File: src/rtl/regfile_param.sv
// Parametrised register bank with optional zero register, write-to-read bypass
// and a one-register-per-cycle clear sequencer.
module regfile_param #(
    parameter int DATA_WIDTH = 32,
    parameter int ADDR_WIDTH = 5,
    parameter int ZERO_REG   = 1,
    parameter int BYPASS     = 1
) (
    input  logic                  clk,
    input  logic                  rst,
    input  logic                  we,
    input  logic [ADDR_WIDTH-1:0] wa,
    input  logic [DATA_WIDTH-1:0] wd,
    input  logic [ADDR_WIDTH-1:0] ra1,
    input  logic [ADDR_WIDTH-1:0] ra2,
    output logic [DATA_WIDTH-1:0] rd1,
    output logic [DATA_WIDTH-1:0] rd2,
    input  logic                  clr_req,
    output logic                  clr_busy
);

    localparam int DEPTH = 2 ** ADDR_WIDTH;
    localparam logic [ADDR_WIDTH-1:0] LAST_IDX = ADDR_WIDTH'(DEPTH - 1);

    typedef enum logic {
        IDLE,
        CLEAR
    } state_t;

    state_t                  state;
    state_t                  state_nxt;
    logic [ADDR_WIDTH-1:0]   idx;
    logic [ADDR_WIDTH-1:0]   idx_nxt;
    logic [DATA_WIDTH-1:0]   mem [DEPTH];
    logic                    wr_ok;

    // Writes are only honoured in IDLE; the zero register silently swallows its writes.
    assign wr_ok = (state == IDLE) && we && !((ZERO_REG != 0) && (wa == '0));

    always_comb begin
        state_nxt = state;
        idx_nxt   = idx;
        case (state)
            IDLE: begin
                if (clr_req) begin
                    state_nxt = CLEAR;
                    idx_nxt   = '0;
                end
            end
            CLEAR: begin
                idx_nxt = idx + 1'b1;
                if (idx == LAST_IDX) begin
                    state_nxt = IDLE;
                end
            end
            default: begin
                state_nxt = IDLE;
            end
        endcase
    end

    always_ff @(posedge clk or posedge rst) begin
        if (rst) begin
            state <= IDLE;
            idx   <= '0;
        end else begin
            state <= state_nxt;
            idx   <= idx_nxt;
        end
    end

    always_ff @(posedge clk or posedge rst) begin
        if (rst) begin
            for (int i = 0; i < DEPTH; i++) begin
                mem[i] <= '0;
            end
        end else if (state == CLEAR) begin
            mem[idx] <= '0;
        end else if (wr_ok) begin
            mem[wa] <= wd;
        end
    end

    function automatic logic [DATA_WIDTH-1:0] read_sel(input logic [ADDR_WIDTH-1:0] ra);
        logic [DATA_WIDTH-1:0] val;
        if ((ZERO_REG != 0) && (ra == '0)) begin
            val = '0;
        end else if ((BYPASS != 0) && (state == IDLE) && we && (wa == ra)) begin
            val = wd;
        end else begin
            val = mem[ra];
        end
        return val;
    endfunction

    assign rd1      = read_sel(ra1);
    assign rd2      = read_sel(ra2);
    assign clr_busy = (state == CLEAR);

endmodule
File: config.mk
export PLATFORM = sky130hd
export DESIGN_NAME = regfile_param
export DESIGN_NICKNAME = d
export VERILOG_FILES = /design/src/rtl/regfile_param.sv
export SDC_FILE = /design/constraint.sdc
export NUM_CORES = 2
export LEC_CHECK = 0
export CORE_ASPECT_RATIO = 2
export CORE_UTILIZATION = 51
export CTS_CLUSTER_SIZE = 40
export DETAILED_ROUTE_END_ITERATION = 8
export PLACE_DENSITY = 0.78
export SYNTH_ARGS = -nofsm -noshare
export SYNTH_HDL_FRONTEND = slang
export SYNTH_SLANG_ARGS = --single-unit
File: constraint.sdc
create_clock -name clk -period 45.1 [get_ports clk]
set_input_delay 6.765 -clock clk [delete_from_list [all_inputs] [get_ports clk]]
set_output_delay 6.765 -clock clk [all_outputs]
set_load 0.02 [all_outputs]
* Word level (Yosys, flattened, before mapping)
Cells that the tools add are included.
W data, S select, Z words.
** Operators by class
- Muxes and demuxes :: 22
- Eq/ne operators :: 4
- Add/sub/neg operators :: 1
- $lt $le $gt $ge :: 6
- Bitwise gates (word level) :: 7
- Reductions and logical operators :: 11
** Operators by type and width (count)
- $mux W1024 :: 2
- $and A1024 B1024 Y1024 :: 1
- $bwmux W1024 :: 1
- $not A1024 Y1024 :: 1
- $bmux W32 S5 :: 2
- $demux W32 S5 :: 2
- $mux W32 :: 10
- $ge A6 B6 Y1 const B :: 4
- $not A5 Y6 :: 4
- $logic_not A5 Y1 :: 3
- $lt A6 B1 Y1 const B :: 2
- $eq A5 B5 Y1 :: 2
- $pmux W5 S2 :: 1
- $logic_and A1 B1 Y1 :: 6
- $add A5 B1 Y5 const B :: 1
- $eq A5 B5 Y1 const B :: 1
- $mux W5 :: 1
- $mux W1 :: 2
- $ne A2 B2 Y1 const B :: 1
- $pmux W1 S2 :: 1
- $reduce_bool A2 Y1 :: 1
- $logic_not A1 Y1 :: 1
- $not A1 Y1 :: 1
** Storage, ports and cells
- Output and inout port bits :: 65
- Register bits :: 1030

* Logic depth before layout (Yosys ltp)
- Depth after elaboration :: 8
- Gate-level depth with buffers :: 11

* Worst setup path after synthesis
No wires, ideal clock.
- Kind :: in2out
- From :: input ra1[0]
- To :: output rd1[14]
- Cell stages on the path :: 10
- Arrival :: 8488 ps
- Path buffers :: 4
- Data required time :: 38335 ps
- Path slack :: 29847 ps
- Cells stage by stage :: buf_6 -> buf_12 -> buf_12 -> buf_6 -> mux2i_1 -> a221oi_1 -> a22oi_1 -> a21oi_1 -> o21ai_0 -> o21ai_0
** On the way
- Word-level cells in the longest chain between the ends :: 6
** Ends and longest elaborated chain
- from (decl) :: line 14 : input logic [ADDR_WIDTH-1:0] ra1,
- $not A5 Y6 (not written as such) :: line 91 : val = mem[ra];
- $bmux W32 S5 :: line 91
- $mux W32 (not written as such) (2 in series) :: line 91
- $mux W32 :: line 88 : end else if ((BYPASS != 0) && (state == IDLE) && we && (wa == ra)) begin
- $mux W32 (*) :: line 86 : if ((ZERO_REG != 0) && (ra == '0)) begin
- to (decl) :: line 16 : output logic [DATA_WIDTH-1:0] rd1,
Mark *: on every way between the ends. The rest lies on a longest branch, timed or not. The select of a mux whose other input is x is not followed.

* Final worst setup path
- From :: input ra2[0]
- To :: output rd2[0]
** On the way
- Word-level cells in the longest chain between the ends :: 6
** Ends and longest elaborated chain
- from (decl) :: line 15 : input logic [ADDR_WIDTH-1:0] ra2,
- $not A5 Y6 (not written as such) :: line 91
- $bmux W32 S5 :: line 91
- $mux W32 (not written as such) (2 in series) :: line 91
- $mux W32 :: line 88
- $mux W32 (*) :: line 86
- to (decl) :: line 17 : output logic [DATA_WIDTH-1:0] rd2,
Marked as above.

==> results.txt <==
- Synth Area in Adders: 0.116%
* Cell area power density: 41.0 nW/um^2
- Share of post-route cells with drive strength above 1: 20.3%
- Of the total synthesized cell area, the portion taken by AND, OR, NAND and NOR gates is 3.34%.
- The worst pin sits at a relative slew slack of -6.49%.
- For this run, the top clock speed supported by timing is roughly 0.052 GHz.
- Setup slack on the critical path of the routed design comes to 25910 ps.
- Number of violations reported at the end of detailed-routing iteration 0: 8067
- Critical-path cell with the highest stage delay: sky130_fd_sc_hd__buf_4
* GR Util All Layers: 43.9%
* Proportion of netlist area held by the largest area contributor: a little under half
- Area of the placeable core: between 100000 and 150000 sq um
* Synthesized area divided by synthesized cell count: 13.1 sq um
- Clock latency on the worst-skew pair, taken at its later pin, is ~730 ps.
- The final route contains 45400 vias.
- TritonCTS built the clock tree.
* Number of warnings printed during yosys synthesis: 0
- In this run the count of I/O pins placed on the die edge is 116.
- Once detail routing completed, the nets flagged for antenna violations numbered 0.
* Floorplan die area: approximately 110000 sq um
- H-tree level count: 3
- Wirelength per Cell: roughly 43 um
- Counting I/O delays and the setup requirement, the final critical path takes 19190 ps.
- The largest single stage delay on the critical path is 780 ps.
* Via-per-instance ratio: 8.41
- Ranking of synthesized cells by area: sky130_fd_sc_hd__dfrtp_1, sky130_fd_sc_hd__a22o_1, sky130_fd_sc_hd__mux4_2
- First-pass DRT Iterations: 7
- Critical Path Most Common Cell: sky130_fd_sc_hd__buf_4
- Critical path launch point type: input port
- After synthesis, the largest family of logic cells by area is compound AO/OA/AOI/OAI gates.
- Clock input transition at the sequential cells of the worst setup and hold paths: roughly 70 ps
* Crit Path Class: in -> out
* Max-slew violation total from the final report: 1
- When the netlist entered floorplanning its net count stood at between 4000 and 5000.
* Sequential-to-total area share from yosys stat: 47.7%
* Synth Area in Compound Gates: 22.6%
* Worst supply voltage drop on vdd: 0.0311 mV
- Of all flip-flops after synthesis, the portion carrying an async set or reset was 100%.
* Detailed placer's ending HPWL: 131000 um
- The hold violation total from the final report was 0.
- For this design, the sink count on the clock tree is 1030.
* Clock Tree Root: sky130_fd_sc_hd__clkbuf_16
- Horizontal extent of the die: 232 um
- Leading cell type by number of instances after synthesis: sky130_fd_sc_hd__dfrtp_1
* Buffers on Ports: 115
- After clock tree synthesis, the repair step resized 0 gates.
- Synth area leader: sky130_fd_sc_hd__dfrtp_1
- The first global-routing pass estimated 335000 um of wire.
- Max-capacitance violation count: 0
- Most common library cells after synthesis: sky130_fd_sc_hd__dfrtp_1, sky130_fd_sc_hd__a22o_1, sky130_fd_sc_hd__mux4_2, sky130_fd_sc_hd__clkbuf_1, sky130_fd_sc_hd__mux2i_1
* Final clock period utilization by the worst path: 42.6%
* Number of nets in the finished design: 4016
* Number of CTS-inserted buffers: 88
* Number of rows created at floorplan: ~170
- Initial core utilization: just over 50%
- Post-CTS timing repair inserted 0 buffers for setup.
- The synthesized design contains 1030 register bits.
- Count of cell types in the netlist: 61
- Post-synth EDFFs: 0
- After routing, the total negative slack on setup checks comes to 0 ps.
- Multiplexer area fraction after synthesis: between 20% and 30%
- Overflow left after global routing: 0
- Arrival time of data at the critical path endpoint: 12430 ps
- The routed design has 234000 um of wire.
- The longest clock path from root to sink contains 3 buffers.
* Share of the synthesized netlist area taken by xor and xnor gates: 0.194%
- The tightest min-delay check is of the reg -> reg type.
* Number of instances in the synthesized netlist: between 4000 and 5000
- Slew @ Worst Pin: 1600 ps
* Routability cong.: 1.02
- Most used DFF post-synth: sky130_fd_sc_hd__dfrtp_1
* Outcome: finished, violations left
* Initial antenna violation count: 18
- Number of global-route vias before repair: 45900
* Violated checks: max-slew violations
* Cells traversed along the worst timing path: buf_8, buf_4, buf_4, buf_4, mux4_2, mux2_2, nand2_1, nand3_1, a31oi_1, nor2_1, clkdlybuf4s50_1
- Measured along the y axis, the die boundary spans ~460 um.
- The worst setup path is captured at an output port.
- Drc violations: 0
- Post-Synthesis Cell Area: 54000 sq um
- Fill cells in the final layout number approximately 8000.
* Setup repair after global routing missed its margin: no
- From synthesis to final layout, the design area changed by 9.46%.
- Cells fill 56.4% of the core in the end.
* Final Setup Violations: 0
- In this run the worst path has a maximum fanout of 60.
* Required time of the critical path: 38330 ps
- Maximum number of pins on one net before global-route repair: 195
- Summed over all cells, the static leakage comes to 0.0262 uW.
- Hold repair after CTS inserted 0 buffers.
* Clock Skew: approximately 40 ps
- Setup Slack @ Placement: 26400 ps
-- power by group --
part           internal [uW]  switching (uW)
Sequential              1010            78.2
Clock                    452             374
Combinational            188             329
Total                   1650             781
-- layout by cell type (no fill, tap or decap), drive strengths merged, types with 14 or more instances in the layout --
| cell type | Yosys | final |
|---|---|---|
| a211oi | 15 | 15 |
| a21oi | 95 | 95 |
| a221o | 36 | 36 |
| a221oi | 44 | 44 |
| a22o | 993 | 993 |
| a22oi | 94 | 94 |
| and2 | 42 | 42 |
| buf | 204 | 165 |
| clkbuf | 328 | 114 |
| clkdlybuf4s50 | 0 | 103 |
| clkinv | 0 | 23 |
| dfrtp | 1030 | 1030 |
| inv | 11 | 14 |
| mux2 | 52 | 52 |
| mux2i | 258 | 258 |
| mux4 | 367 | 367 |
| nand2 | 84 | 84 |
| nand3 | 20 | 20 |
| nor2 | 110 | 110 |
| nor2b | 28 | 28 |
| nor3 | 26 | 26 |
| o211ai | 21 | 21 |
| o21ai | 76 | 76 |
| o22ai | 79 | 79 |
-- routing by layer --
metal	global-route usage [%]	vias up	routed length, um
met5	1.61	-	222
met4	38.9	16	27100
met3	19.5	1701	37200
met2	62.3	5020	100000
met1	49.5	22500	69100
li1	-	16200	-
-- layout make-up --
type                       count  area [sq um]  share of cell area, %
multi-input combinational   2559         26300                   44.4
sequential                  1030         25800                   43.6
clock buffer                 112          2430                   4.11
timing repair buffer         270          2360                   3.99
tap                         1360          1700                   2.88
clock inverter                45           558                  0.943
inverter                      11          48.8                 0.0825
antenna                       11          27.5                 0.0465
-- stage by stage --
| step | std cells | hold slack [ps] | total power [uW] | instance area, sq um |
|---|---|---|---|---|
| final | 5398 | 512 | 2430 | 59200 |
| after detailed placement | 5228 | 494 | 1580 | 56100 |
| after global routing | 5388 | 527 | 2470 | 59100 |
| after CTS | 5385 | 513 | 2390 | 59100 |
| after global placement | 5227 | 482 | 1570 | 56100 |
| after floorplan | 4132 | 467 | 1380 | 54000 |
-- registers in the layout, indices dropped and copies added (netlist names) --
name and flops:
clr_busy 1, mem 1024, idx 5
-- cells by family after synthesis --
| family | count (synthesis) |
|---|---|
| compound gates | 1506 |
| xor+xnor | 12 |
| fa+ha+maj | 5 |
| buf+inv | 543 |
| flops | 1030 |
| mux | 677 |
| simple gates | 359 |
-- worst max-delay path, delay by kind of cell --
family	cells	cell delay [ps]
multiplexers	2	880
AND/OR/NAND/NOR	3	650
buffers and inverters	5	3300
AO/OA/AOI/OAI	1	600
-- worst paths after layout --
kind / startpoint / end / slack (ps) / cells past startpoint
hold / removal: mem[1010] / mem[1010] / 510 / 1
min in group asynchronous: rst / mem[306] / 6540 / 2
setup / recovery: ra2[0] / rd2[0] / 25910 / 11
setup reg to reg: clr_busy / mem[548] / 41360 / 7
hold reg to reg: mem[1010] / mem[1010] / 510 / 1
max in group asynchronous: rst / mem[710] / 35060 / 5
Note: power is estimated with default switching activity, not from simulation.
